### config.mk
export PLATFORM = sky130hd
export DESIGN_NAME = fp_conv_arb
export DESIGN_NICKNAME = d
export VERILOG_FILES = /design/src/rtl/fp_conv_arb.sv
export SDC_FILE = /design/constraint.sdc
export NUM_CORES = 1
export LEC_CHECK = 0
export CAP_MARGIN = 20
export CORE_MARGIN = 4
export CORE_UTILIZATION = 40
export CTS_BUF_LIST = sky130_fd_sc_hd__clkbuf_2
export CTS_CLUSTER_SIZE = 40
export DETAILED_ROUTE_END_ITERATION = 6
export PLACE_DENSITY = 0.85
export SLEW_MARGIN = 40
export SYNTH_ARGS = -nofsm -noshare
export SYNTH_HDL_FRONTEND = slang
export SYNTH_SLANG_ARGS = --single-unit
export TNS_END_PERCENT = 50
### constraint.sdc
create_clock -name clk -period 5.1 [get_ports clk]
set_input_delay 1.53 -clock clk [delete_from_list [all_inputs] [get_ports clk]]
set_output_delay 1.53 -clock clk [all_outputs]
set_load 0.05 [all_outputs]
### src/rtl/fp_conv_arb.sv
// fp_conv_arb: round-robin arbiter that shares one FP format converter
// between NREQ requesters through an LAT-stage registered pipeline.
// Results return on one valid/ready port, tagged with the requester index.
// Optional macro FP_CONV_ARB_SAT_EN adds IEEE special-value handling
// (zero/subnormal flush, Inf/NaN propagation, rebias saturation).
module fp_conv_arb #(
   parameter int unsigned NREQ = 4,
   parameter int unsigned INX  = 8,
   parameter int unsigned INM  = 23,
   parameter int unsigned ONX  = 5,
   parameter int unsigned ONM  = 10,
   parameter int unsigned LAT  = 2
) (
   input  logic                            clk,
   input  logic                            rst,
   input  logic [NREQ-1:0]                 in_valid,
   output logic [NREQ-1:0]                 in_ready,
   input  logic [NREQ*(INX+INM+1)-1:0]     in_data,
   output logic                            out_valid,
   input  logic                            out_ready,
   output logic [ONX+ONM:0]                out_data,
   output logic [$clog2(NREQ)-1:0]         out_id,
   output logic [$clog2(LAT+1):0]          inflight,
   output logic                            idle
);

   localparam int unsigned IW    = INX + INM + 1;
   localparam int unsigned OW    = ONX + ONM + 1;
   localparam int unsigned IDW   = $clog2(NREQ);
   localparam int unsigned CW    = $clog2(LAT + 1) + 1;
   localparam int unsigned MW    = (INM > ONM) ? INM : ONM;
   localparam int unsigned IBIAS = 2**(INX-1) - 1;
   localparam int unsigned OBIAS = 2**(ONX-1) - 1;
`ifdef FP_CONV_ARB_SAT_EN
   localparam int unsigned EW    = ((INX > ONX) ? INX : ONX) + 2;
`endif

   // Format conversion: sign passthrough, exponent rebias, MSB-aligned mantissa.
   function automatic logic [OW-1:0] convert(input logic [IW-1:0] op);
      logic           s;
      logic [INX-1:0] ex;
      logic [INM-1:0] mi;
      logic [ONM-1:0] mo;
`ifdef FP_CONV_ARB_SAT_EN
      logic [EW-1:0]  e;
`else
      logic [ONX-1:0] x;
`endif
      s  = op[IW-1];
      ex = op[IW-2 -: INX];
      mi = op[INM-1:0];
      // widen to MW, left-align, then keep the top ONM bits
      mo = ONM'((MW'(mi) << (MW - INM)) >> (MW - ONM));
`ifdef FP_CONV_ARB_SAT_EN
      e = EW'(ex) + EW'(OBIAS) - EW'(IBIAS);
      if (ex == '0)
         convert = {s, ONX'(0), ONM'(0)};
      else if (ex == '1)
         convert = {s, {ONX{1'b1}}, (mi != '0) ? (mo | (ONM'(1) << (ONM - 1))) : ONM'(0)};
      else if ($signed(e) >= $signed(EW'(2**ONX - 1)))
         convert = {s, {ONX{1'b1}}, ONM'(0)};
      else if ($signed(e) <= $signed(EW'(0)))
         convert = {s, ONX'(0), ONM'(0)};
      else
         convert = {s, e[ONX-1:0], mo};
`else
      // modulo-2^ONX rebias; truncating operands first gives the same low bits
      x = ONX'(ex) + ONX'(OBIAS) - ONX'(IBIAS);
      convert = {s, x, mo};
`endif
   endfunction

   logic [NREQ-1:0] gnt;
   logic [IDW-1:0]  gidx;
   logic [IDW-1:0]  idx;
   logic            found;
   logic [IDW-1:0]  ptr;
   logic            stall;
   logic            accept;
   logic            pop;
   logic [IW-1:0]   sel;

   logic [LAT-1:0]  vld;
   logic [OW-1:0]   dat [LAT];
   logic [IDW-1:0]  tag [LAT];

   assign out_valid = vld[LAT-1];
   assign out_data  = dat[LAT-1];
   assign out_id    = tag[LAT-1];
   assign stall     = out_valid & ~out_ready;
   assign pop       = out_valid & out_ready;
   assign accept    = found & ~stall & ~rst;
   assign sel       = in_data[32'(gidx)*IW +: IW];
   assign idle      = (inflight == '0) && (in_valid == '0);

   // Round-robin grant: first valid requester scanning upward from ptr.
   always_comb begin
      found = 1'b0;
      gidx  = '0;
      idx   = '0;
      gnt   = '0;
      for (int unsigned k = 0; k < NREQ; k++) begin
         idx = IDW'((32'(ptr) + k) % NREQ);
         if (!found && in_valid[idx]) begin
            found = 1'b1;
            gidx  = idx;
         end
      end
      if (found)
         gnt = NREQ'(1) << gidx;
      in_ready = (stall || rst) ? '0 : gnt;
   end

   // Pipeline stages, RR pointer and occupancy counter.
   always_ff @(posedge clk) begin
      if (rst) begin
         vld      <= '0;
         ptr      <= '0;
         inflight <= '0;
         for (int unsigned s = 0; s < LAT; s++) begin
            dat[s] <= '0;
            tag[s] <= '0;
         end
      end else begin
         if (!stall) begin
            vld[0] <= accept;
            dat[0] <= convert(sel);
            tag[0] <= gidx;
            for (int unsigned s = 1; s < LAT; s++) begin
               vld[s] <= vld[s-1];
               dat[s] <= dat[s-1];
               tag[s] <= tag[s-1];
            end
         end
         if (accept)
            ptr <= IDW'((32'(gidx) + 1) % NREQ);
         if (accept && !pop)
            inflight <= inflight + CW'(1);
         else if (pop && !accept)
            inflight <= inflight - CW'(1);
      end
   end

endmodule

==> results of run 1 <==
## cells in the final DEF (no fill, tap or decap), types with 2 or more instances in the layout
cell type | netlist | final
buf_12 | 1 | 3
dfxtp_1 | 7 | 7
mux2_2 | 2 | 2
o22ai_2 | 11 | 11
a21oi_1 | 3 | 3
nand2_1 | 3 | 3
o22ai_1 | 5 | 5
mux2i_1 | 32 | 32
ha_1 | 5 | 5
xor2_1 | 2 | 2
o21ai_0 | 2 | 2
inv_1 | 5 | 5
and2_1 | 18 | 18
buf_4 | 19 | 5
clkdlybuf4s50_1 | 0 | 92
clkbuf_2 | 0 | 5
bufinv_16 | 0 | 2
nor2_1 | 6 | 6
and3_1 | 4 | 4
nand2_4 | 2 | 2
edfxtp_1 | 36 | 36
## critical path, cell delays in order
cell	delay [ns]
clkdlybuf4s50_1	0.49
or4_4	0.61
nor4_1	0.39
buf_12	0.20
## cell type report
type,instances,area (µm²)
fill,514,2460
sequential,43,1220
timing repair buffer,101,1050
multi-input combinational,112,987
tap,75,93.8
clock inverter,3,67.6
clock buffer,5,25.0
inverter,6,22.5
## cells by family after synthesis
| family | Yosys count | synth area share |
|---|---|---|
| buffers and inverters | 32 | 0.100 |
| flip-flops | 43 | 0.498 |
| multiplexers | 34 | 0.140 |
| adder cells (fa/ha/maj) | 6 | 0.0337 |
| AO/OA/AOI/OAI | 25 | 0.0995 |
| XOR/XNOR | 2 | 0.00715 |
| AND/OR/NAND/NOR | 45 | 0.121 |
## per-layer routing
metal  wire [µm]  global-route usage
met5           0                   0
met4          63              0.0340
met3         340              0.0314
met2        2870               0.271
met1        2090               0.159
## worst paths after layout
| path | startpoint | end | slack, ns | depth (start not counted) |
|---|---|---|---|---|
| hold / removal | vld[0] | vld[1] | 0.50 | 2 |
| setup reg to reg | vld[1] | inflight[2] | 2.63 | 9 |
| setup / recovery | in_valid[2] | idle | 0.34 | 4 |
| hold reg to reg | vld[0] | vld[1] | 0.50 | 2 |
## state kept, by name, summed over array words and instances, names as in the netlist
name / flops
tag: 4
dat: 32
ptr: 2
vld: 2
inflight: 3
## through the flow
step                      cells  hold WS, ns  worst slack, ns   util  total power (µW)
after global placement      336        0.449            0.370  0.565               887
after detailed placement    337        0.466            0.334  0.569               902
after global routing        345        0.531            0.257  0.585              1180
final                       345        0.503            0.338  0.585              1130
after floorplan             187        0.440           0.0347      -               788
after CTS                   345        0.503            0.334  0.585              1150
## power breakdown
group / internal, µW / total (µW) / switching, µW / leakage, µW
registers: 444 / 467 / 22.6 / 0.000477
clock network: 132 / 246 / 114 / 0.0000492
logic: 192 / 420 / 228 / 0.000865
==> flow_summary_export.csv, run 1 <==
group,metric,value,unit
drt,avgRoutedWirePerCell,15.6,µm
floorplanning,num_rows,28,
layout,area_growth,41.3,%
hold_path,hp-class,"flip-flop to flip-flop",
floorplanning,ios,162,
critical_path,cp.required,3.57,ns
critical_path,critPathKind,"primary input to primary output",
global_route,antenna_found_initial,0,
logic_synthesis,synth_async_sr_flop_share,0,
floorplanning,core_area,5920,µm²
clock_network,cts_resized,0,
logic_synthesis,syn_area,2450,µm²
logic_synthesis,ys_ff_latch,43,
sta,tightest_slew,0.538,ns
clock_network,cts_setup_buffers,0,
critical_path,start_kind,"primary input",
global_route,grt_max_degree,26,
critical_path,cp-end-kind,"primary output",
logic_synthesis,synth_edf_count,36,
sta,max_freq,210,MHz
drt,drc,0,
power,irDropWorstVdd,0.139,mV
floorplanning,die_y,86.3,µm
layout,n_antenna_cell,0,
sta,slew_headroom,0.640,
logic_synthesis,syn_inst,187,
clock_network,clk_pin_slew,0.23,ns
critical_path,worstPathMaxFanout,6,
logic_synthesis,synth_area_leaders,"edfxtp_1, mux2i_1, buf_4, dfxtp_1, o22ai_2",
layout,finalInstanceArea,3460,µm²
placement,numPortBuffers,97,
clock_network,cts_buffers,5,
floorplanning,start_util,0.414,
logic_synthesis,synth_most_common_cell,"edfxtp_1",
clock_network,cts_tree,"built",
global_route,grt_pass1_vias,1724,
logic_synthesis,yosysWarnings,0,
drt,ant_nets,0,
power,p_leak,0.00139,µW
logic_synthesis,yosys.area.top_type_share,0.441,
logic_synthesis,synth.avg_cell_area,13.1,µm²
placement,hpwlAfterDp,4.22,mm
sta,rsz0062_at_grt,"no",
logic_synthesis,synth_nets,328,
logic_synthesis,synth_flop_cell,"edfxtp_1",
sta,fin_skew,0.0219,ns
clock_network,clockBufferDepth,2,
sta,fin_tns_setup,0,ns
layout,drive_above_1_share,0.152,
clock_network,clock_sinks,43,
sta,finalCritPeriodShare,0.934,
placement,place_congestion,0.722,
clock_network,root_buffer,"clkbuf_2",
sta,setup_violations,0,
global_route,grt-ovfl-total,0,
job,cap_violations,0,
global_route,grt_first_pass_wirelength,8.18,mm
outcome,status,"finished clean",
sta,maxSlewViolCount,0,
global_route,grtUsageTotal,0.142,
clock_network,cts-htree-levels,2,
logic_synthesis,netlist_top_cells_count,"edfxtp_1, mux2i_1, buf_4",
floorplanning,die-area,7440,µm²
power,p_per_area,327,nW/µm²
logic_synthesis,synth_cell_types,39,
logic_synthesis,synth_top_cell_by_area,"edfxtp_1",
critical_path,arrival,3.23,ns
sta,hold_violations,0,
sta,period_needed,4.76,ns
drt,viasPerCell,4.89,
drt,drt_iter0_markers,34,
clock_network,clk-insertion-delay-late,0.40,ns
layout,nNetsFinal,410,
drt,firstDrtPassIters,4,
placement,post_dp_cell_area,3370,µm²
drt,vias,1688,
floorplanning,die_w,86.3,µm
drt,routed_wirelength,5.37,mm
clock_network,cts_hold_buf,0,
logic_synthesis,seq_area_frac_synth,0.498,
(Power assumes the default switching activity.)
==> run 2: changes to the inputs <==
--- a/config.mk
+++ b/config.mk
@@ -9,7 +9,7 @@
 export CORE_MARGIN = 4
 export CORE_UTILIZATION = 40
 export CTS_BUF_LIST = sky130_fd_sc_hd__clkbuf_2
-export CTS_CLUSTER_SIZE = 40
+export CTS_CLUSTER_SIZE = 28
 export DETAILED_ROUTE_END_ITERATION = 6
 export PLACE_DENSITY = 0.85
 export SLEW_MARGIN = 40
==> results of run 2 <==
Same layout as run 1: the final DEF is identical, and so are final timing and power.
==> run 3: changes to the inputs <==
--- a/config.mk
+++ b/config.mk
@@ -5,9 +5,9 @@
 export SDC_FILE = /design/constraint.sdc
 export NUM_CORES = 1
 export LEC_CHECK = 0
-export CAP_MARGIN = 20
+export ABC_AREA = 1
 export CORE_MARGIN = 4
-export CORE_UTILIZATION = 40
+export CORE_UTILIZATION = 43
 export CTS_BUF_LIST = sky130_fd_sc_hd__clkbuf_2
 export CTS_CLUSTER_SIZE = 28
 export DETAILED_ROUTE_END_ITERATION = 6
==> run 3 against run 2 <==
Cell count rose by 56%; clock-buffer cell count did not move; synthesized cell count rose by 110%; highest routed layer unchanged.
==> flow_summary_export.csv, run 3 <==
group,metric,value,unit
floorplanning,num_rows,29,
sta,period_needed,4.92,ns
layout,final_cell_mix,"nand2_1, clkdlybuf4s50_1, inv_1",
sta,fin_skew,0.0166,ns
sta,slew_headroom,0.654,
logic_synthesis,ys_ff_latch,43,
clock_network,clk_pin_slew,0.24,ns
clock_network,cts_tree,"built",
power,p_leak,0.00183,µW
hold_path,holdPathStages,2,
drt,routed_wirelength,7.17,mm
layout,largest_reg_flops,32,
logic_synthesis,seq_area_frac_synth,0.423,
clock_network,cts_hold_buf,0,
drt,vias,2694,
hold_path,hold_start,"vld[0]",
job,cap_violations,0,
critical_path,startpoint,"in_valid[1]",
global_route,met3_usage,0.0292,
global_route,grt-ovfl-total,0,
outcome,status,"finished clean",
clock_network,cts_buffers,5,
critical_path,crit_family,"simple AND/OR/NAND/NOR gates",
sta,tightest_slew,0.518,ns
sta,setup_violations,0,
critical_path,r2r_end,"inflight[2]",
logic_synthesis,synth_area_leaders,"edfxtp_1, nand2_1, inv_1, nand4_1, buf_4",
global_route,grt_pass1_vias,2579,
global_route,antenna_found_initial,0,
sta,finalCritPeriodShare,0.965,
critical_path,cp_common_cell,"nand2_1",
layout,n_antenna_cell,0,
layout,area_growth,34.5,%
layout,mostFrequentLayoutCell,"nand2_1",
clock_network,cts_resized,0,
floorplanning,die_w,90.0,µm
floorplanning,die-area,8090,µm²
sta,setup_slack,0.176,ns
power,pwr-share-clk,0.084,
clock_network,root_buffer,"clkbuf_2",
sta,max_freq,203,MHz
global_route,grt_max_degree,39,
layout,instances_no_fill,538,
clock_network,clk-insertion-delay-late,0.41,ns
power,p_switching,894,µW
global_route,grt_use_met1,0.199,
critical_path,cp-end-kind,"primary output",
layout,nNetsFinal,601,
drt,ant_nets,0,
hold_path,hp-class,"flip-flop to flip-flop",
critical_path,cp.required,3.57,ns
placement,dpl_worst_slack,0.0981,ns
global_route,top_usage_layer,"met2",
sta,maxSlewViolCount,0,
power,combPwrFrac,0.622,
logic_synthesis,netlist_top_cells_count,"nand2_1, inv_1, edfxtp_1",
power,seq_power_share,0.293,
logic_synthesis,synth_most_common_cell,"nand2_1",
logic_synthesis,synth_async_sr_flop_share,0,
global_route,grt_first_pass_wirelength,11.6,mm
critical_path,start_kind,"primary input",
placement,dp.cells,530,
drt,drc,0,
critical_path,r2r-start,"vld[1]",
critical_path,crit_slowest_cell,"clkdlybuf4s50_1",
logic_synthesis,syn_inst,385,
floorplanning,core_area,6420,µm²
power,irDropWorstVdd,0.263,mV
layout,top_regs,"dat: 32 flops, tag: 4 flops, inflight: 3 flops",
hold_path,whs_endpoint,"vld[1]",
logic_synthesis,synth_nets,526,
layout,drive_above_1_share,0.0824,
power,swShare,0.482,
layout,finalInstanceArea,3880,µm²
placement,numPortBuffers,97,
critical_path,rr_worst_depth,13,
power,p_per_area,478,nW/µm²
floorplanning,die_y,90.0,µm
logic_synthesis,synth_top_cell_by_area,"edfxtp_1",
power,power,1860,µW
global_route,grtUsageTotal,0.173,
placement,hpwlAfterDp,5.24,mm
logic_synthesis,synth_edf_count,36,
power,power_report.internal_total,961,µW
sta,hold_violations,0,
critical_path,path_buf_inv,4,
logic_synthesis,synth_cell_types,30,
floorplanning,ios,162,
critical_path,critPathMaxStageDelay,0.42,ns
placement,post_dp_cell_area,3830,µm²
drt,avgRoutedWirePerCell,13.3,µm
sta,fin_tns_setup,0,ns
drt,viasPerCell,5.01,
critical_path,arrival,3.39,ns
logic_synthesis,synth.avg_cell_area,7.50,µm²
drt,firstDrtPassIters,5,
logic_synthesis,yosysWarnings,0,
logic_synthesis,synth_flop_cell,"edfxtp_1",
critical_path,critPathKind,"primary input to primary output",
critical_path,crit_chain,"clkdlybuf4s50_1, inv_1, nand2_1, nand3_1, nand2_1, nor2_2, nand3_1, nand3_2, nand2_4, clkinv_4, ha_1, nand2_1, nor2_2, buf_12",
drt,drt_iter0_markers,145,
logic_synthesis,yosys.area.top_type_share,0.374,
sta,rsz0062_at_grt,"no",
clock_network,clockBufferDepth,2,
critical_path,r2r_slack,2.57,ns
global_route,met2_usage,0.325,
layout,largest-register,"dat",
floorplanning,start_util,0.450,
clock_network,cts-htree-levels,2,
critical_path,worstPathMaxFanout,11,
placement,place_congestion,0.859,
clock_network,clock_sinks,43,
clock_network,cts_setup_buffers,0,
logic_synthesis,syn_area,2890,µm²
==> run 3: cell count changes after synthesis, moves of 6 or more <==
cell	previous run	this run
nand2_1	3	107
inv_1	5	66
nand4_1	0	33
mux2i_1	32	0
nor2_1	6	28
nand3_1	0	21
and2_1	18	0
a21oi_1	3	20
o22ai_2	11	0
buf_2	0	6
clkbuf_1	2	8
==> run 3: how the worst max path moves through the flow <==
stage | to | slack [ns] | cells past startpoint
after floorplan | in_ready[2] | 0.28 | 13
after detailed placement | in_ready[2] | 0.1 | 14
after global placement | in_ready[2] | 0.17 | 14
after global routing | in_ready[2] | 0.02 | 14
final | in_ready[2] | 0.18 | 14
after CTS | in_ready[2] | 0.09 | 14
==> run 3: area by class of cell <==
cell class | instances | area (µm²)
Sequential cell | 43 | 1220
Timing Repair Buffer | 106 | 1090
Clock inverter | 3 | 23.8
Fill cell | 533 | 2540
Tap cell | 77 | 96.3
Inverter | 71 | 274
Multi-Input combinational cell | 233 | 1160
Clock buffer | 5 | 25.0
==> run 3: power by group through the flow <==
| stage | Combinational [µW] | Clock (µW) | Sequential, µW |
|---|---|---|---|
| floorplan | 875 | 0 | 554 |
| global placement | 1120 | 0 | 548 |
| detailed placement | 1150 | 0 | 554 |
| CTS | 1150 | 160 | 545 |
| global route | 1270 | 173 | 555 |
| finish | 1150 | 156 | 544 |
==> run 3: metal layers <==
metal / part of all wire / vias up
li1: - / 1360
met1: 0.39 / 1214
met2: 0.52 / 107
met3: 0.070 / 13
met4: 0.016 / 0
met5: 0 / -
==> run 3: tightest hold or removal path, cell delays in order, from the launching register on <==
cell,delay [ns]
dfxtp_1,0.35
inv_1,0.06
a21oi_1,0.06
==> run 3: logic make-up after synthesis <==
logic type,synth area share
DFF,0.423
adders and majority gates,0.0286
and+or+nand+nor,0.315
AOI/OAI and AO/OA,0.0485
xor gates and xnor gates,0.00303
buffers and inverters,0.182
==> run 3: per-stage QoR <==
stage	utilization	hold WS, ns
floorplan	-	0.425
global placement	0.596	0.450
detailed placement	0.596	0.446
CTS	0.604	0.480
global route	0.605	0.533
finish	0.605	0.477
==> RTL change: new RTL, flow settings as in run 1 <==
`ONM`: 10 -> 9.
--- a/src/rtl/fp_conv_arb.sv
+++ b/src/rtl/fp_conv_arb.sv
@@ -9,5 +9,5 @@
    parameter int unsigned INM  = 23,
    parameter int unsigned ONX  = 5,
-   parameter int unsigned ONM  = 10,
+   parameter int unsigned ONM  = 9,
    parameter int unsigned LAT  = 2
 ) (
Ports: changed (resized out_data); port bits go from 162 to 161. No check against the original RTL was run, so the function may have changed too.
==> RTL change against run 1 <==
- first-iteration DRC count is 21% higher
- area after synthesis is 7.9% lower
- total power is 16% lower
- clock skew is 0.0066 ns lower
- maximum frequency is 1.3% higher
- wire length is 13% lower
- worst setup slack better by 0.060 ns
- critical path depth stayed put
- global-route usage is 0.46 points lower
- die area is 7.1% lower
- cell area is 8.4% lower
- sequential cell count is 2 lower
- largest cell class unchanged
- largest power group unchanged
==> RTL change: results (changes against run 1) <==
{| class="wikitable"
! Metric !! Value
|-
| Met1 layer usage reported by global route || 0.138 (-0.0207)
|-
| Number of nets in the finished design || 399 (-2.7%)
|-
| Commonest cells in the synthesized netlist || 34 x edfxtp_1, 30 x mux2i_1, 17 x and2_1, 17 x buf_4, 14 x o22ai_1
|-
| Power in sequential cells || 443 uW (-5.1%)
|-
| Global Route met2 Usage || 0.260 (-0.0110)
|-
| GRT Total Usage || 0.137 (-0.00457)
|-
| Number of flops mapped to enable cells by yosys || 34 (-5.6%)
|-
| DPL Wire Length || 3550 microns (-16%)
|-
| Total of buffers placed on input and output ports || 92 (-5.2%)
|-
| Number of DRC markers in iteration 0 || 41 (+21%)
|-
| Area of placed instances || 3130 sq um (-7.3%)
|-
| Detailed-route via count || 1585 (-6.1%)
|-
| Leakage power figure || 1.28 nW (-7.8%)
|-
| Largest net degree at the start of global routing || 36 (+38%)
|-
| Routability congestion estimate || 0.751 (+4.0%)
|-
| Unique masters post-synth || 38 (-2.6%)
|-
| Proportion of power drawn by combinational gates || 0.390 (+0.019)
|-
| Met3 global-route usage || 0.0337 (+0.00236)
|-
| Seq/Total Area, Yosys || 0.514 (+0.0159)
|-
| Number of global-route vias before repair || 1670 (-3.1%)
|-
| Status || finished clean
|-
| Worst Path Arrival || 3.17 ns (-0.06 ns)
|-
| DRT met1 WL || 1840 microns (-12%)
|-
| Post-Synth XOR/XNOR Area || 0.00776 (+0.000610)
|-
| Hold-critical path endpoint || vld[0]
|}
[RTL change: area by class of cell]
type	count	area, sq um	share of cell area
clock buffer	5	25.0	0.00789
clock inverter	3	17.5	0.00552
inverter	7	26.3	0.00828
multi-input combinational	108	885	0.279
sequential	41	1160	0.366
tap	72	90.1	0.0284
timing repair buffer	95	968	0.305
[RTL change: critical path, stage by stage]
cell             delay, ns
clkdlybuf4s50_1       0.49
or4_1                 0.68
nor4_2                0.28
buf_12                0.18
[RTL change: through the flow]
step / utilization / hold WS (ns) / std cells / power [mW]
finish: 0.576 / 0.474 / 331 / 0.955
global route: 0.576 / 0.514 / 331 / 1.01
CTS: 0.575 / 0.480 / 331 / 0.967
detailed placement: 0.568 / 0.456 / 323 / 0.828
global placement: 0.568 / 0.450 / 323 / 0.819
floorplan: - / 0.440 / 182 / 0.723
